File: src/rtl/core_encode_pkg.sv
// core_encode_pkg
//   Shared definitions for the instruction encoder:
//   - enc_op_e    : operation IDs 0..53 accepted on IN_OP (54..63 are invalid)
//   - enc_fmt_e   : instruction format selected per operation
//   - opcode / funct3 / funct7 field constants (RV32I, RV32F subset, custom)
//   - immediate range limits and a signed range-check helper
//   - enc_entry_t : one buffered result (encoded word + error flag)
package core_encode_pkg;

  typedef enum logic [5:0] {
    OP_ADDI, OP_SLTI, OP_SLTIU, OP_XORI, OP_ORI, OP_ANDI, OP_SLLI, OP_SRLI, OP_SRAI,
    OP_ADD, OP_SUB, OP_SLL, OP_SLT, OP_SLTU, OP_XOR, OP_SRL, OP_SRA, OP_OR, OP_AND,
    OP_BEQ, OP_BNE, OP_BLT, OP_BGE, OP_BLTU, OP_BGEU,
    OP_LB, OP_LH, OP_LW, OP_LBU, OP_LHU, OP_SB, OP_SH, OP_SW,
    OP_JALR, OP_JAL, OP_AUIPC, OP_LUI,
    OP_FLW, OP_FSW, OP_FADDS, OP_FSUBS, OP_FMULS, OP_FDIVS, OP_FEQS, OP_FLTS,
    OP_FLES, OP_FMVSX, OP_FCVTSW, OP_FCVTWS, OP_FSQRTS, OP_FSGNJXS,
    OP_IN, OP_OUT, OP_ROT
  } enc_op_e;

  // FMT_R1: R-type with the rs2 field forced to zero (unary FP ops).
  // FMT_SH: I-type shift, shamt in [24:20] and funct7 in [31:25].
  typedef enum logic [2:0] {
    FMT_R, FMT_R1, FMT_I, FMT_SH, FMT_S, FMT_B, FMT_U, FMT_J
  } enc_fmt_e;

  // Major opcodes
  localparam logic [6:0] OPC_OP_IMM   = 7'b0010011;
  localparam logic [6:0] OPC_OP       = 7'b0110011;
  localparam logic [6:0] OPC_BRANCH   = 7'b1100011;
  localparam logic [6:0] OPC_LOAD     = 7'b0000011;
  localparam logic [6:0] OPC_STORE    = 7'b0100011;
  localparam logic [6:0] OPC_LUI      = 7'b0110111;
  localparam logic [6:0] OPC_AUIPC    = 7'b0010111;
  localparam logic [6:0] OPC_JAL      = 7'b1101111;
  localparam logic [6:0] OPC_JALR     = 7'b1100111;
  localparam logic [6:0] OPC_LOAD_FP  = 7'b0000111;
  localparam logic [6:0] OPC_STORE_FP = 7'b0100111;
  localparam logic [6:0] OPC_OP_FP    = 7'b1010011;
  localparam logic [6:0] OPC_ROT      = 7'b0001011;
  localparam logic [6:0] OPC_IO       = 7'b0000001;

  // Integer ALU funct3
  localparam logic [2:0] F3_ADD  = 3'b000;
  localparam logic [2:0] F3_SLL  = 3'b001;
  localparam logic [2:0] F3_SLT  = 3'b010;
  localparam logic [2:0] F3_SLTU = 3'b011;
  localparam logic [2:0] F3_XOR  = 3'b100;
  localparam logic [2:0] F3_SR   = 3'b101;
  localparam logic [2:0] F3_OR   = 3'b110;
  localparam logic [2:0] F3_AND  = 3'b111;

  // Branch funct3
  localparam logic [2:0] F3_BEQ  = 3'b000;
  localparam logic [2:0] F3_BNE  = 3'b001;
  localparam logic [2:0] F3_BLT  = 3'b100;
  localparam logic [2:0] F3_BGE  = 3'b101;
  localparam logic [2:0] F3_BLTU = 3'b110;
  localparam logic [2:0] F3_BGEU = 3'b111;

  // Load/store width funct3
  localparam logic [2:0] F3_B    = 3'b000;
  localparam logic [2:0] F3_H    = 3'b001;
  localparam logic [2:0] F3_W    = 3'b010;
  localparam logic [2:0] F3_BU   = 3'b100;
  localparam logic [2:0] F3_HU   = 3'b101;

  // OP-FP funct3
  localparam logic [2:0] F3_FEQ    = 3'b010;
  localparam logic [2:0] F3_FLT    = 3'b001;
  localparam logic [2:0] F3_FLE    = 3'b000;
  localparam logic [2:0] F3_FSGNJX = 3'b010;
  localparam logic [2:0] F3_FDEF   = 3'b000;

  // Custom I/O funct3
  localparam logic [2:0] F3_IO_IN  = 3'b000;
  localparam logic [2:0] F3_IO_OUT = 3'b001;

  // funct7
  localparam logic [6:0] F7_BASE   = 7'b0000000;
  localparam logic [6:0] F7_ALT    = 7'b0100000;
  localparam logic [6:0] F7_FADD   = 7'b0000000;
  localparam logic [6:0] F7_FSUB   = 7'b0000100;
  localparam logic [6:0] F7_FMUL   = 7'b0001000;
  localparam logic [6:0] F7_FDIV   = 7'b0001100;
  localparam logic [6:0] F7_FSGNJ  = 7'b0010000;
  localparam logic [6:0] F7_FCMP   = 7'b1010000;
  localparam logic [6:0] F7_FMVSX  = 7'b1111000;
  localparam logic [6:0] F7_FCVTSW = 7'b1101000;
  localparam logic [6:0] F7_FCVTWS = 7'b1100000;
  localparam logic [6:0] F7_FSQRT  = 7'b0101100;

  // Immediate limits (byte offsets, signed)
  localparam int IMM12_MIN = -2048;
  localparam int IMM12_MAX = 2047;
  localparam int IMMB_MIN  = -4096;
  localparam int IMMB_MAX  = 4094;
  localparam int IMMJ_MIN  = -1048576;
  localparam int IMMJ_MAX  = 1048574;

  localparam logic [31:0] NOP_INST = 32'h0000_0013;

  typedef struct packed {
    logic [31:0] inst;
    logic        err;
  } enc_entry_t;

  function automatic logic imm_out_of_range(input logic [31:0] imm, input int lo, input int hi);
    return ($signed(imm) < lo) || ($signed(imm) > hi);
  endfunction

endpackage

File: src/rtl/core_encode_pack.sv
// core_encode_pack
//   Purely combinational instruction word builder.
//   op   : operation ID (enc_op_e, values 54..63 invalid)
//   rd/rs1/rs2 : register numbers, placed only where the format has them
//   imm  : decoder-style immediate (sign-extended byte offset, or U value)
//   inst : encoded 32-bit instruction word
//   err  : invalid op or immediate out of range for the format
module core_encode_pack
  import core_encode_pkg::*;
(
  input  logic [5:0]  op,
  input  logic [4:0]  rd,
  input  logic [4:0]  rs1,
  input  logic [4:0]  rs2,
  input  logic [31:0] imm,
  output logic [31:0] inst,
  output logic        err
);

  enc_op_e    op_e;
  enc_fmt_e   fmt;
  logic [6:0] opc;
  logic [2:0] f3;
  logic [6:0] f7;
  logic       op_ok;

  assign op_e = enc_op_e'(op);

  // Per-operation field lookup
  always_comb begin
    fmt   = FMT_R;
    opc   = OPC_OP;
    f3    = '0;
    f7    = F7_BASE;
    op_ok = 1'b1;
    case (op_e)
      OP_ADDI:    begin fmt = FMT_I;  opc = OPC_OP_IMM; f3 = F3_ADD;  end
      OP_SLTI:    begin fmt = FMT_I;  opc = OPC_OP_IMM; f3 = F3_SLT;  end
      OP_SLTIU:   begin fmt = FMT_I;  opc = OPC_OP_IMM; f3 = F3_SLTU; end
      OP_XORI:    begin fmt = FMT_I;  opc = OPC_OP_IMM; f3 = F3_XOR;  end
      OP_ORI:     begin fmt = FMT_I;  opc = OPC_OP_IMM; f3 = F3_OR;   end
      OP_ANDI:    begin fmt = FMT_I;  opc = OPC_OP_IMM; f3 = F3_AND;  end
      OP_SLLI:    begin fmt = FMT_SH; opc = OPC_OP_IMM; f3 = F3_SLL;  end
      OP_SRLI:    begin fmt = FMT_SH; opc = OPC_OP_IMM; f3 = F3_SR;   end
      OP_SRAI:    begin fmt = FMT_SH; opc = OPC_OP_IMM; f3 = F3_SR;   f7 = F7_ALT; end
      OP_ADD:     begin fmt = FMT_R;  opc = OPC_OP;     f3 = F3_ADD;  end
      OP_SUB:     begin fmt = FMT_R;  opc = OPC_OP;     f3 = F3_ADD;  f7 = F7_ALT; end
      OP_SLL:     begin fmt = FMT_R;  opc = OPC_OP;     f3 = F3_SLL;  end
      OP_SLT:     begin fmt = FMT_R;  opc = OPC_OP;     f3 = F3_SLT;  end
      OP_SLTU:    begin fmt = FMT_R;  opc = OPC_OP;     f3 = F3_SLTU; end
      OP_XOR:     begin fmt = FMT_R;  opc = OPC_OP;     f3 = F3_XOR;  end
      OP_SRL:     begin fmt = FMT_R;  opc = OPC_OP;     f3 = F3_SR;   end
      OP_SRA:     begin fmt = FMT_R;  opc = OPC_OP;     f3 = F3_SR;   f7 = F7_ALT; end
      OP_OR:      begin fmt = FMT_R;  opc = OPC_OP;     f3 = F3_OR;   end
      OP_AND:     begin fmt = FMT_R;  opc = OPC_OP;     f3 = F3_AND;  end
      OP_BEQ:     begin fmt = FMT_B;  opc = OPC_BRANCH; f3 = F3_BEQ;  end
      OP_BNE:     begin fmt = FMT_B;  opc = OPC_BRANCH; f3 = F3_BNE;  end
      OP_BLT:     begin fmt = FMT_B;  opc = OPC_BRANCH; f3 = F3_BLT;  end
      OP_BGE:     begin fmt = FMT_B;  opc = OPC_BRANCH; f3 = F3_BGE;  end
      OP_BLTU:    begin fmt = FMT_B;  opc = OPC_BRANCH; f3 = F3_BLTU; end
      OP_BGEU:    begin fmt = FMT_B;  opc = OPC_BRANCH; f3 = F3_BGEU; end
      OP_LB:      begin fmt = FMT_I;  opc = OPC_LOAD;   f3 = F3_B;    end
      OP_LH:      begin fmt = FMT_I;  opc = OPC_LOAD;   f3 = F3_H;    end
      OP_LW:      begin fmt = FMT_I;  opc = OPC_LOAD;   f3 = F3_W;    end
      OP_LBU:     begin fmt = FMT_I;  opc = OPC_LOAD;   f3 = F3_BU;   end
      OP_LHU:     begin fmt = FMT_I;  opc = OPC_LOAD;   f3 = F3_HU;   end
      OP_SB:      begin fmt = FMT_S;  opc = OPC_STORE;  f3 = F3_B;    end
      OP_SH:      begin fmt = FMT_S;  opc = OPC_STORE;  f3 = F3_H;    end
      OP_SW:      begin fmt = FMT_S;  opc = OPC_STORE;  f3 = F3_W;    end
      OP_JALR:    begin fmt = FMT_I;  opc = OPC_JALR;   f3 = F3_ADD;  end
      OP_JAL:     begin fmt = FMT_J;  opc = OPC_JAL;    end
      OP_AUIPC:   begin fmt = FMT_U;  opc = OPC_AUIPC;  end
      OP_LUI:     begin fmt = FMT_U;  opc = OPC_LUI;    end
      OP_FLW:     begin fmt = FMT_I;  opc = OPC_LOAD_FP;  f3 = F3_W;  end
      OP_FSW:     begin fmt = FMT_S;  opc = OPC_STORE_FP; f3 = F3_W;  end
      OP_FADDS:   begin fmt = FMT_R;  opc = OPC_OP_FP; f3 = F3_FDEF;   f7 = F7_FADD;   end
      OP_FSUBS:   begin fmt = FMT_R;  opc = OPC_OP_FP; f3 = F3_FDEF;   f7 = F7_FSUB;   end
      OP_FMULS:   begin fmt = FMT_R;  opc = OPC_OP_FP; f3 = F3_FDEF;   f7 = F7_FMUL;   end
      OP_FDIVS:   begin fmt = FMT_R;  opc = OPC_OP_FP; f3 = F3_FDEF;   f7 = F7_FDIV;   end
      OP_FEQS:    begin fmt = FMT_R;  opc = OPC_OP_FP; f3 = F3_FEQ;    f7 = F7_FCMP;   end
      OP_FLTS:    begin fmt = FMT_R;  opc = OPC_OP_FP; f3 = F3_FLT;    f7 = F7_FCMP;   end
      OP_FLES:    begin fmt = FMT_R;  opc = OPC_OP_FP; f3 = F3_FLE;    f7 = F7_FCMP;   end
      OP_FMVSX:   begin fmt = FMT_R1; opc = OPC_OP_FP; f3 = F3_FDEF;   f7 = F7_FMVSX;  end
      OP_FCVTSW:  begin fmt = FMT_R1; opc = OPC_OP_FP; f3 = F3_FDEF;   f7 = F7_FCVTSW; end
      OP_FCVTWS:  begin fmt = FMT_R1; opc = OPC_OP_FP; f3 = F3_FDEF;   f7 = F7_FCVTWS; end
      OP_FSQRTS:  begin fmt = FMT_R1; opc = OPC_OP_FP; f3 = F3_FDEF;   f7 = F7_FSQRT;  end
      OP_FSGNJXS: begin fmt = FMT_R;  opc = OPC_OP_FP; f3 = F3_FSGNJX; f7 = F7_FSGNJ;  end
      OP_IN:      begin fmt = FMT_I;  opc = OPC_IO;  f3 = F3_IO_IN;  end
      OP_OUT:     begin fmt = FMT_I;  opc = OPC_IO;  f3 = F3_IO_OUT; end
      OP_ROT:     begin fmt = FMT_R;  opc = OPC_ROT; end
      default:    op_ok = 1'b0;
    endcase
  end

  // Field assembly and range checking; out-of-range immediates still
  // encode from the truncated bits so the consumer sees a best-effort word.
  always_comb begin
    inst = NOP_INST;
    err  = 1'b1;
    if (op_ok) begin
      err = 1'b0;
      case (fmt)
        FMT_R:  inst = {f7, rs2, rs1, f3, rd, opc};
        FMT_R1: inst = {f7, 5'd0, rs1, f3, rd, opc};
        FMT_I: begin
          inst = {imm[11:0], rs1, f3, rd, opc};
          err  = imm_out_of_range(imm, IMM12_MIN, IMM12_MAX);
        end
        FMT_SH: begin
          inst = {f7, imm[4:0], rs1, f3, rd, opc};
          err  = (imm[31:5] != '0);
        end
        FMT_S: begin
          inst = {imm[11:5], rs2, rs1, f3, imm[4:0], opc};
          err  = imm_out_of_range(imm, IMM12_MIN, IMM12_MAX);
        end
        FMT_B: begin
          inst = {imm[12], imm[10:5], rs2, rs1, f3, imm[4:1], imm[11], opc};
          err  = imm_out_of_range(imm, IMMB_MIN, IMMB_MAX) || imm[0];
        end
        FMT_U: begin
          inst = {imm[31:12], rd, opc};
          err  = (imm[11:0] != '0);
        end
        FMT_J: begin
          inst = {imm[20], imm[10:1], imm[11], imm[19:12], rd, opc};
          err  = imm_out_of_range(imm, IMMJ_MIN, IMMJ_MAX) || imm[0];
        end
        default: inst = NOP_INST;
      endcase
    end
  end

endmodule

File: src/rtl/core_encode.sv
// core_encode
//   Registered instruction encoder with a 2-entry in-order result FIFO.
//   CLK, RST_N            : clock, synchronous active-low reset
//   IN_VALID / IN_READY   : request handshake (accept on both high)
//   IN_OP, IN_RD, IN_RS1, IN_RS2, IN_IMM : operation and operands
//   OUT_VALID / OUT_READY : result handshake (pop on both high)
//   OUT_INST, OUT_ERR     : head entry word and error flag
//   ENC_COUNT             : wrapping count of popped words
module core_encode
  import core_encode_pkg::*;
(
  input  logic        CLK,
  input  logic        RST_N,
  input  logic        IN_VALID,
  output logic        IN_READY,
  input  logic [5:0]  IN_OP,
  input  logic [4:0]  IN_RD,
  input  logic [4:0]  IN_RS1,
  input  logic [4:0]  IN_RS2,
  input  logic [31:0] IN_IMM,
  output logic        OUT_VALID,
  input  logic        OUT_READY,
  output logic [31:0] OUT_INST,
  output logic        OUT_ERR,
  output logic [15:0] ENC_COUNT
);

  enc_entry_t  fifo_q [2];
  enc_entry_t  head;
  logic        wr_ptr_q;
  logic        rd_ptr_q;
  logic [1:0]  occ_q;
  logic [1:0]  occ_next;
  logic        ready_q;
  logic [15:0] count_q;
  logic        push;
  logic        pop;
  logic [31:0] pack_inst;
  logic        pack_err;

  core_encode_pack u_pack (
    .op   (IN_OP),
    .rd   (IN_RD),
    .rs1  (IN_RS1),
    .rs2  (IN_RS2),
    .imm  (IN_IMM),
    .inst (pack_inst),
    .err  (pack_err)
  );

  assign push = IN_VALID && ready_q;
  assign pop  = (occ_q != 2'd0) && OUT_READY;

  always_comb begin
    occ_next = occ_q;
    case ({push, pop})
      2'b10:   occ_next = occ_q + 2'd1;
      2'b01:   occ_next = occ_q - 2'd1;
      default: occ_next = occ_q;
    endcase
  end

  // ready_q tracks (occupancy < 2) one edge ahead so IN_READY is a plain
  // flop: 0 while in reset, 1 after the first edge with RST_N high, and
  // never combinationally dependent on OUT_READY.
  always_ff @(posedge CLK) begin
    if (!RST_N) begin
      for (int unsigned i = 0; i < 2; i++) fifo_q[i] <= '0;
      wr_ptr_q <= 1'b0;
      rd_ptr_q <= 1'b0;
      occ_q    <= '0;
      ready_q  <= 1'b0;
      count_q  <= '0;
    end else begin
      if (push) begin
        fifo_q[wr_ptr_q] <= '{inst: pack_inst, err: pack_err};
        wr_ptr_q         <= ~wr_ptr_q;
      end
      if (pop) begin
        rd_ptr_q <= ~rd_ptr_q;
        count_q  <= count_q + 16'd1;
      end
      occ_q   <= occ_next;
      ready_q <= (occ_next < 2'd2);
    end
  end

  assign head      = fifo_q[rd_ptr_q];
  assign IN_READY  = ready_q;
  assign OUT_VALID = (occ_q != 2'd0);
  assign OUT_INST  = head.inst;
  assign OUT_ERR   = head.err;
  assign ENC_COUNT = count_q;

endmodule

File: config.mk
export PLATFORM = sky130hd
export DESIGN_NAME = core_encode
export DESIGN_NICKNAME = d
export VERILOG_FILES = /design/src/rtl/core_encode_pkg.sv /design/src/rtl/core_encode_pack.sv /design/src/rtl/core_encode.sv
export SDC_FILE = /design/constraint.sdc
export NUM_CORES = 1
export LEC_CHECK = 0
export CAP_MARGIN = 20
export CORE_UTILIZATION = 43
export DETAILED_ROUTE_END_ITERATION = 6
export PLACE_DENSITY = 0.72
export SETUP_SLACK_MARGIN = 0.1
export SLEW_MARGIN = 20
export SYNTH_ARGS = -nofsm -noshare
export SYNTH_HDL_FRONTEND = slang
export SYNTH_HIERARCHICAL = 1
export SYNTH_SLANG_ARGS = --single-unit
File: constraint.sdc
create_clock -name CLK -period 3.5 [get_ports CLK]
set_input_delay 0.525 -clock CLK [delete_from_list [all_inputs] [get_ports CLK]]
set_output_delay 0.525 -clock CLK [all_outputs]
set_load 0.02 [all_outputs]
==> impl_results.md, run 1 <==
* Hpwl dp at 12100 um
* Synth area leaders: edfxtp_1 35%, and2_1 8.8%, dfxtp_1 7.7%, mux2_2 6.7%, nand2_1 3.2%
* GRT Residual Overflow at 0
* First-pass GRT wire length at 25400 um
* Synthesized area at 0.00569 mm^2
* Layout area overhead at 28.4%
* Post-route minimum period at 2.86 ns
* R2R Path Start: occ_q[0]$_SDFFE_PN0N_
* Logic pwr share at 34.3%
* Max Clk Rate at 349 MHz
* Pin count of the biggest net entering global routing at 39
* Sw frac at 31.1%
* CP Launch Point: IN_OP[3]
* RSZ-0062 raised after global routing: no
* Synth Register Bits at 88
* Syn. warnings at 6
* Post-Syn Area per Cell at 9.49 um^2
* DR vias at 5164
* Antenna-violating nets left at 0
* Clk_lat worst skew at 0.34 ns
* Die area at 0.0137 mm^2
* Pleak at 0.00269 uW
* Max Cap Viol at 0
* Site Rows at 41
* Startpoint Class: input port
* Crit path DAT at 2.97 ns
* Crit-path max FO at 35
* P_int at 2370 uW
* Hold path start: ENC_COUNT[15]$_SDFFE_PN0P_
* GRT Resource Usage Total at 24.6%
* Worst-Margin Slew at 0.587 ns
* Hold Crit Class: flip-flop to flip-flop
* Fin crit share at 81.8%
* Sequential-to-total area share from yosys stat at 42.6%
* Number of remaining DRC errors at 0
* Crit path capture type: flip-flop
* Number of enable flip-flop cells after synthesis at 66
* Syn nets at 659
* Initial antenna violation count at 0
* Initial Util at 44.6%
* Top-Level Pins at 108
* Slew Limit Fails at 0
* Post-CTS Resized at 0
* Core Util, Final at 57.2%
* Maximum vdd drop at 0.000216 V
* Core area at 0.0128 mm^2
* Root Driver: clkbuf_16
* Yosys cell types at 76
* Setup bufs post-CTS at 0
* Outcome: finished clean
* Hold buffers post-CTS at 0
* CTS tree: yes
* Largest area contributor in the netlist: edfxtp_1
* Routability-driven placement congestion ratio at 0.948
* Clock transition at the registers of the reported paths at 0.07 ns
* Worst hold slack at 0.482 ns
* Slew headroom at 60.8%
* Setup-failing EPs final at 0
* Synth async-reset ratio at 0%
* CTS Sinks at 88
* Critical path required time at 3.60 ns
* Cells after Synth at 600
* Via count of the first global-routing pass at 4826
* CTS Buf Count at 9
* Net switching power at 1070 uW
* Fin area at 0.00731 mm^2
* Register area at 0.00242 mm^2
* Antenna Cells at 0
* Power, Total at 3430 uW
* Setup TNS at 0 ns
* Footprint of the multi-input gates at 0.00301 mm^2
* Via/cell ratio at 5.88
* # fillers at 1100
* Synth top area share at 34.8%
* Power Dens Cells at 469 mW/mm^2
* H-tree depth at 3
* Reg power frac at 38.2%
* Most used DFF post-synth: edfxtp_1
* DR WL/cell at 19.1 um
* Clk buf depth at 2
* Drt first pass iters at 5
* Critical path type: input port to flip-flop
* Fraction of layout cells with a size suffix above 1 at 13.3%
* Die H at 117 um
* Clock Skew at 0.00753 ns
* Port bufs at 107
* Post-layout nets at 760
* Placed instance area at 0.00701 mm^2
* Final wirelength at 16700 um
* Starting DRT DRC Count at 529
* DIE WIDTH at 117 um
* Clock power frac at 27.5%
* Fin. Hold Viols at 0
-- Yosys cell counts (3+ instances only) --
| library cell | number |
|---|---|
| nand2_1 | 49 |
| a22o_1 | 7 |
| nor3_1 | 11 |
| o2111ai_1 | 3 |
| buf_4 | 4 |
| o221ai_1 | 5 |
| xnor2_1 | 10 |
| and3_1 | 5 |
| inv_1 | 14 |
| a21oi_1 | 25 |
| nor4_1 | 8 |
| o21ai_0 | 36 |
| nor2b_1 | 10 |
| nand2b_1 | 12 |
| mux2i_1 | 9 |
| xor2_1 | 4 |
| and2_1 | 80 |
| a22oi_1 | 5 |
| nand4_1 | 17 |
| o31ai_1 | 3 |
| buf_2 | 19 |
| or4_1 | 5 |
| a21boi_0 | 3 |
| a222oi_1 | 3 |
| nor4_2 | 3 |
| clkbuf_1 | 16 |
| nand3_1 | 18 |
| mux2_2 | 34 |
| o21a_1 | 3 |
| o211ai_1 | 4 |
| edfxtp_1 | 66 |
| a31oi_1 | 4 |
| nor2_1 | 27 |
| dfxtp_1 | 22 |
-- kinds of logic after synthesis --
| family | count (synthesis) | share of synthesized area [%] |
|---|---|---|
| XOR/XNOR | 14 | 2.15 |
| adder cells (fa/ha/maj) | 2 | 0.440 |
| AO/OA/AOI/OAI | 132 | 15.8 |
| multiplexers | 43 | 8.31 |
| AND/OR/NAND/NOR | 262 | 26.0 |
| flip-flops | 88 | 42.6 |
| buffers and inverters | 58 | 4.66 |
| other | 1 | 0.0659 |
-- power by group through the flow --
| stage | combinational [uW] | sequential (uW) | clock (uW) |
|---|---|---|---|
| 2_1_floorplan | 683 | 1320 | 0 |
| 5_1_grt | 1250 | 1320 | 1010 |
| 3_3_place_gp | 1170 | 1330 | 0 |
| 3_5_place_dp | 1180 | 1330 | 0 |
| 4_1_cts | 1180 | 1310 | 957 |
| 6_report | 1180 | 1310 | 942 |
-- through the flow --
stage	instances	worst slack, ns
2_1_floorplan	600	0.917
3_3_place_gp	862	0.454
3_5_place_dp	862	0.439
4_1_cts	878	0.743
5_1_grt	878	0.609
6_report	878	0.637
-- final cells by class --
class | count | area share (%)
repair buffers | 132 | 17.7
clock buffers | 12 | 3.65
clock inverters | 4 | 0.479
flip-flops and latches | 88 | 33.1
well taps | 172 | 2.94
inverters | 16 | 0.822
multi-input cells | 454 | 41.2
-- worst max-delay path, cell delays in order --
cell and delay [ns]:
clkdlybuf4s50_1 0.47, buf_4 0.32, and2b_1 0.32, a21oi_1 0.18, o21bai_1 0.08, a211oi_1 0.48
mux2i_1 0.27, nand4_1 0.13, and2_1 0.16
-- flip-flops by register name, indices dropped and copies added, names as in the netlist, named ones only --
signal	count
ENC_COUNT	16
rd_ptr_q	1
IN_READY	1
wr_ptr_q	1
occ_q	1
fifo_q	66
-- placed cells by master, fill, tap and decap left out, types with 12 or more instances in the layout --
cell type	instances
a21oi_1	25
and2_1	80
buf_4	22
clkdlybuf4s50_1	107
dfxtp_1	22
edfxtp_1	66
inv_1	14
mux2_2	34
nand2_1	49
nand2b_1	12
nand3_1	18
nand4_1	17
nor2_1	27
o21ai_0	35
-- metal layers --
metal / part of all wire, % / track usage (%) / vias up
met5: 0 / 0 / -
met4: 2.6 / 10.1 / 0
met3: 6.7 / 4.33 / 28
met2: 49 / 40.8 / 244
met1: 42 / 31.9 / 2476
li1: - / - / 2416
-- path summary, 6_finish.rpt --
kind / end / slack [ns] / depth (start not counted)
hold reg to reg: ENC_COUNT[15]$_SDFFE_PN0P_ / 0.48 / 2
setup / recovery: fifo_q[0][0]$_SDFFCE_PN0P_ / 0.64 / 9
setup reg to reg: ENC_COUNT[11]$_SDFFE_PN0P_ / 1.69 / 4
hold / removal: ENC_COUNT[15]$_SDFFE_PN0P_ / 0.48 / 2
Note: power is estimated with default switching activity, not from simulation.
==> run 2, diff against run 1 <==
Clock period 3.5 ns to 2.5 ns, I/O delays scaled along.
==> impl_results.md, run 2 (synthesis results as in run 1) <==
* Hold path start: ENC_COUNT[15]$_SDFFE_PN0P_
* Via/cell ratio at 5.75
* Hold depth at 2
* Post-placement cell count at 971
* Reg power frac at 36.2%
* Fin crit share at 95.6%
* Family with the most delay on the worst path: simple AND/OR/NAND/NOR gates
* Logic pwr share at 36.8%
* Initial Util at 44.6%
* Clock transition at the registers of the reported paths at 0.06 ns
* Post-layout nets at 869
* R2R Path Start: occ_q[0]$_SDFFE_PN0N_
* First-pass GRT wire length at 29000 um
* Root Driver: clkbuf_16
* CTS Buf Count at 9
* CTS tree: yes
* CP max stage cell: or4_1
* Die area at 0.0137 mm^2
* Antenna-violating nets left at 0
* Pin count of the biggest net entering global routing at 34
* Crit path capture type: flip-flop
* Buf/Inv on CP at 2
* GRT Resource Usage Total at 28.7%
* DR vias at 5679
* Clk buf depth at 2
* CTS Sinks at 88
* Top-Level Pins at 108
* CP Cell Sequence: clkdlybuf4s50_1 -> or4_1 -> nor4_4 -> buf_4 -> nand3_1 -> a221oi_1 -> nand4_1 -> and2_1
* Max reg flops at 66
* Max Cap Viol at 0
* Register area at 0.00242 mm^2
* Initial antenna violation count at 0
* Post-route minimum period at 2.39 ns
* Number of remaining DRC errors at 0
* Outcome: finished clean
* DR WL/cell at 19.7 um
* Hold Crit Class: flip-flop to flip-flop
* Finished Layout Cells at 987
* Most common cell after layout, fill and taps aside: buf_4
* # fillers at 1019
* Critical path required time at 2.60 ns
* Worst Hold Endpoint: ENC_COUNT[15]$_SDFFE_PN0P_
* Drt first pass iters at 5
* Hold buffers post-CTS at 0
* Largest stage delay, worst path at 0.60 ns
* Final wirelength at 19400 um
* Fraction of layout cells with a size suffix above 1 at 25.3%
* Crit-path max FO at 2
* Reg2reg end: ENC_COUNT[13]$_SDFFE_PN0P_
* Die H at 117 um
* Slew Limit Fails at 0
* Max Clk Rate at 418 MHz
* Biggest register: fifo_q
* Slew headroom at 56.4%
* Sw frac at 31.3%
* Site Rows at 41
* Startpoint Class: input port
* Critical path type: input port to flip-flop
* Worst-Margin Slew at 0.647 ns
* Commonest non-fill, non-tap cells in the layout: 126 x buf_4, 106 x clkdlybuf4s50_1, 80 x and2_1
* R2R Setup Slk at 0.77 ns
* Setup bufs post-CTS at 0
* Fin. Hold Viols at 0
* Placed instance area at 0.00788 mm^2
* Crit path DAT at 2.49 ns
* Starting DRT DRC Count at 573
* Routability-driven placement congestion ratio at 0.950
* Power Dens Cells at 611 mW/mm^2
* Layout area overhead at 44.2%
* Antenna Cells at 0
* Core area at 0.0128 mm^2
* Clock Skew at 0.00720 ns
* H-tree depth at 3
* Port bufs at 107
* Setup-failing EPs final at 0
* Clock power frac at 27.0%
* DIE WIDTH at 117 um
* P_int at 3450 uW
* Reg2Reg Depth at 4
* Net switching power at 1570 uW
* Maximum vdd drop at 0.000410 V
* Footprint of the multi-input gates at 0.00304 mm^2
* Pleak at 0.00325 uW
* Clk_lat worst skew at 0.35 ns
* RSZ-0062 raised after global routing: yes
* Fin area at 0.00821 mm^2
* Via count of the first global-routing pass at 5456
* Hpwl dp at 14800 um
* GRT Residual Overflow at 0
## run 2: stage by stage
| step | TNS [ns] | hold WS, ns | total power [uW] | setup WS (ns) | utilization, % |
|---|---|---|---|---|---|
| final | 0 | 0.497 | 5010 | 0.110 | 64.2 |
| after detailed placement | -4.69 | 0.490 | 3670 | -0.286 | 61.7 |
| after CTS | 0 | 0.496 | 5020 | 0.105 | 64.0 |
| after global routing | 0 | 0.527 | 5220 | 0.0610 | 64.2 |
| after floorplan | 0 | 0.528 | 2800 | 0.497 | - |
| after global placement | -4.34 | 0.463 | 3640 | -0.281 | 61.7 |
## run 2: per-layer routing
| layer | share of wire (%) | track usage, % | vias up |
|---|---|---|---|
| met5 | 0 | 0 | - |
| met4 | 2.9 | 12.9 | 0 |
| met3 | 5.6 | 4.22 | 38 |
| met2 | 48 | 47.2 | 229 |
| met1 | 44 | 37.4 | 2769 |
| li1 | - | - | 2643 |
## run 2: worst max path at each step
stage	from	slack, ns	to	cells past startpoint
CTS	flip-flop	0.11	OUT_INST[15]	3
global route	IN_OP[3]	0.06	fifo_q[0][0]$_SDFFCE_PN0P_	11
detailed placement	IN_IMM[7]	-0.29	fifo_q[0][0]$_SDFFCE_PN0P_	8
global placement	IN_IMM[7]	-0.28	fifo_q[0][0]$_SDFFCE_PN0P_	8
finish	IN_IMM[7]	0.11	fifo_q[0][0]$_SDFFCE_PN0P_	8
floorplan	IN_READY$_SDFF_PN0_	0.50	fifo_q[1][0]$_SDFFCE_PN0P_	2
## run 2: repair_timing
item                                    4_1_cts  5_1_grt
gates cloned                                  0        0
resized for setup                             1        8
endpoints found under the setup margin        2       41
pin swaps                                     0        3
## run 2: area by class of cell
class / instances / area share [%]
clock inverters: 7 / 0.854
flip-flops and latches: 88 / 29.5
well taps: 172 / 2.62
multi-input cells: 454 / 37.1
inverters: 16 / 0.732
repair buffers: 241 / 26.5
clock buffers: 9 / 2.74
## run 2: power by group through the flow
| stage | Clock, uW | Sequential [uW] | Combinational (uW) |
|---|---|---|---|
| floorplan | 0 | 1840 | 958 |
| global placement | 0 | 1830 | 1810 |
| detailed placement | 0 | 1850 | 1820 |
| CTS | 1370 | 1810 | 1840 |
| global route | 1430 | 1830 | 1960 |
| finish | 1350 | 1810 | 1850 |
## run 2: worst min-delay path: cells and delay by family (launching register included)
family,cells,cell delay [ns]
flip-flops,1,0.32
AO/OA/AOI/OAI,2,0.13
==> run 3, diff against run 2 <==
Settings changed: CTS_CLUSTER_SIZE set to 8.
==> results of run 3 <==
Final layout, timing and power as in run 2 (identical DEF).
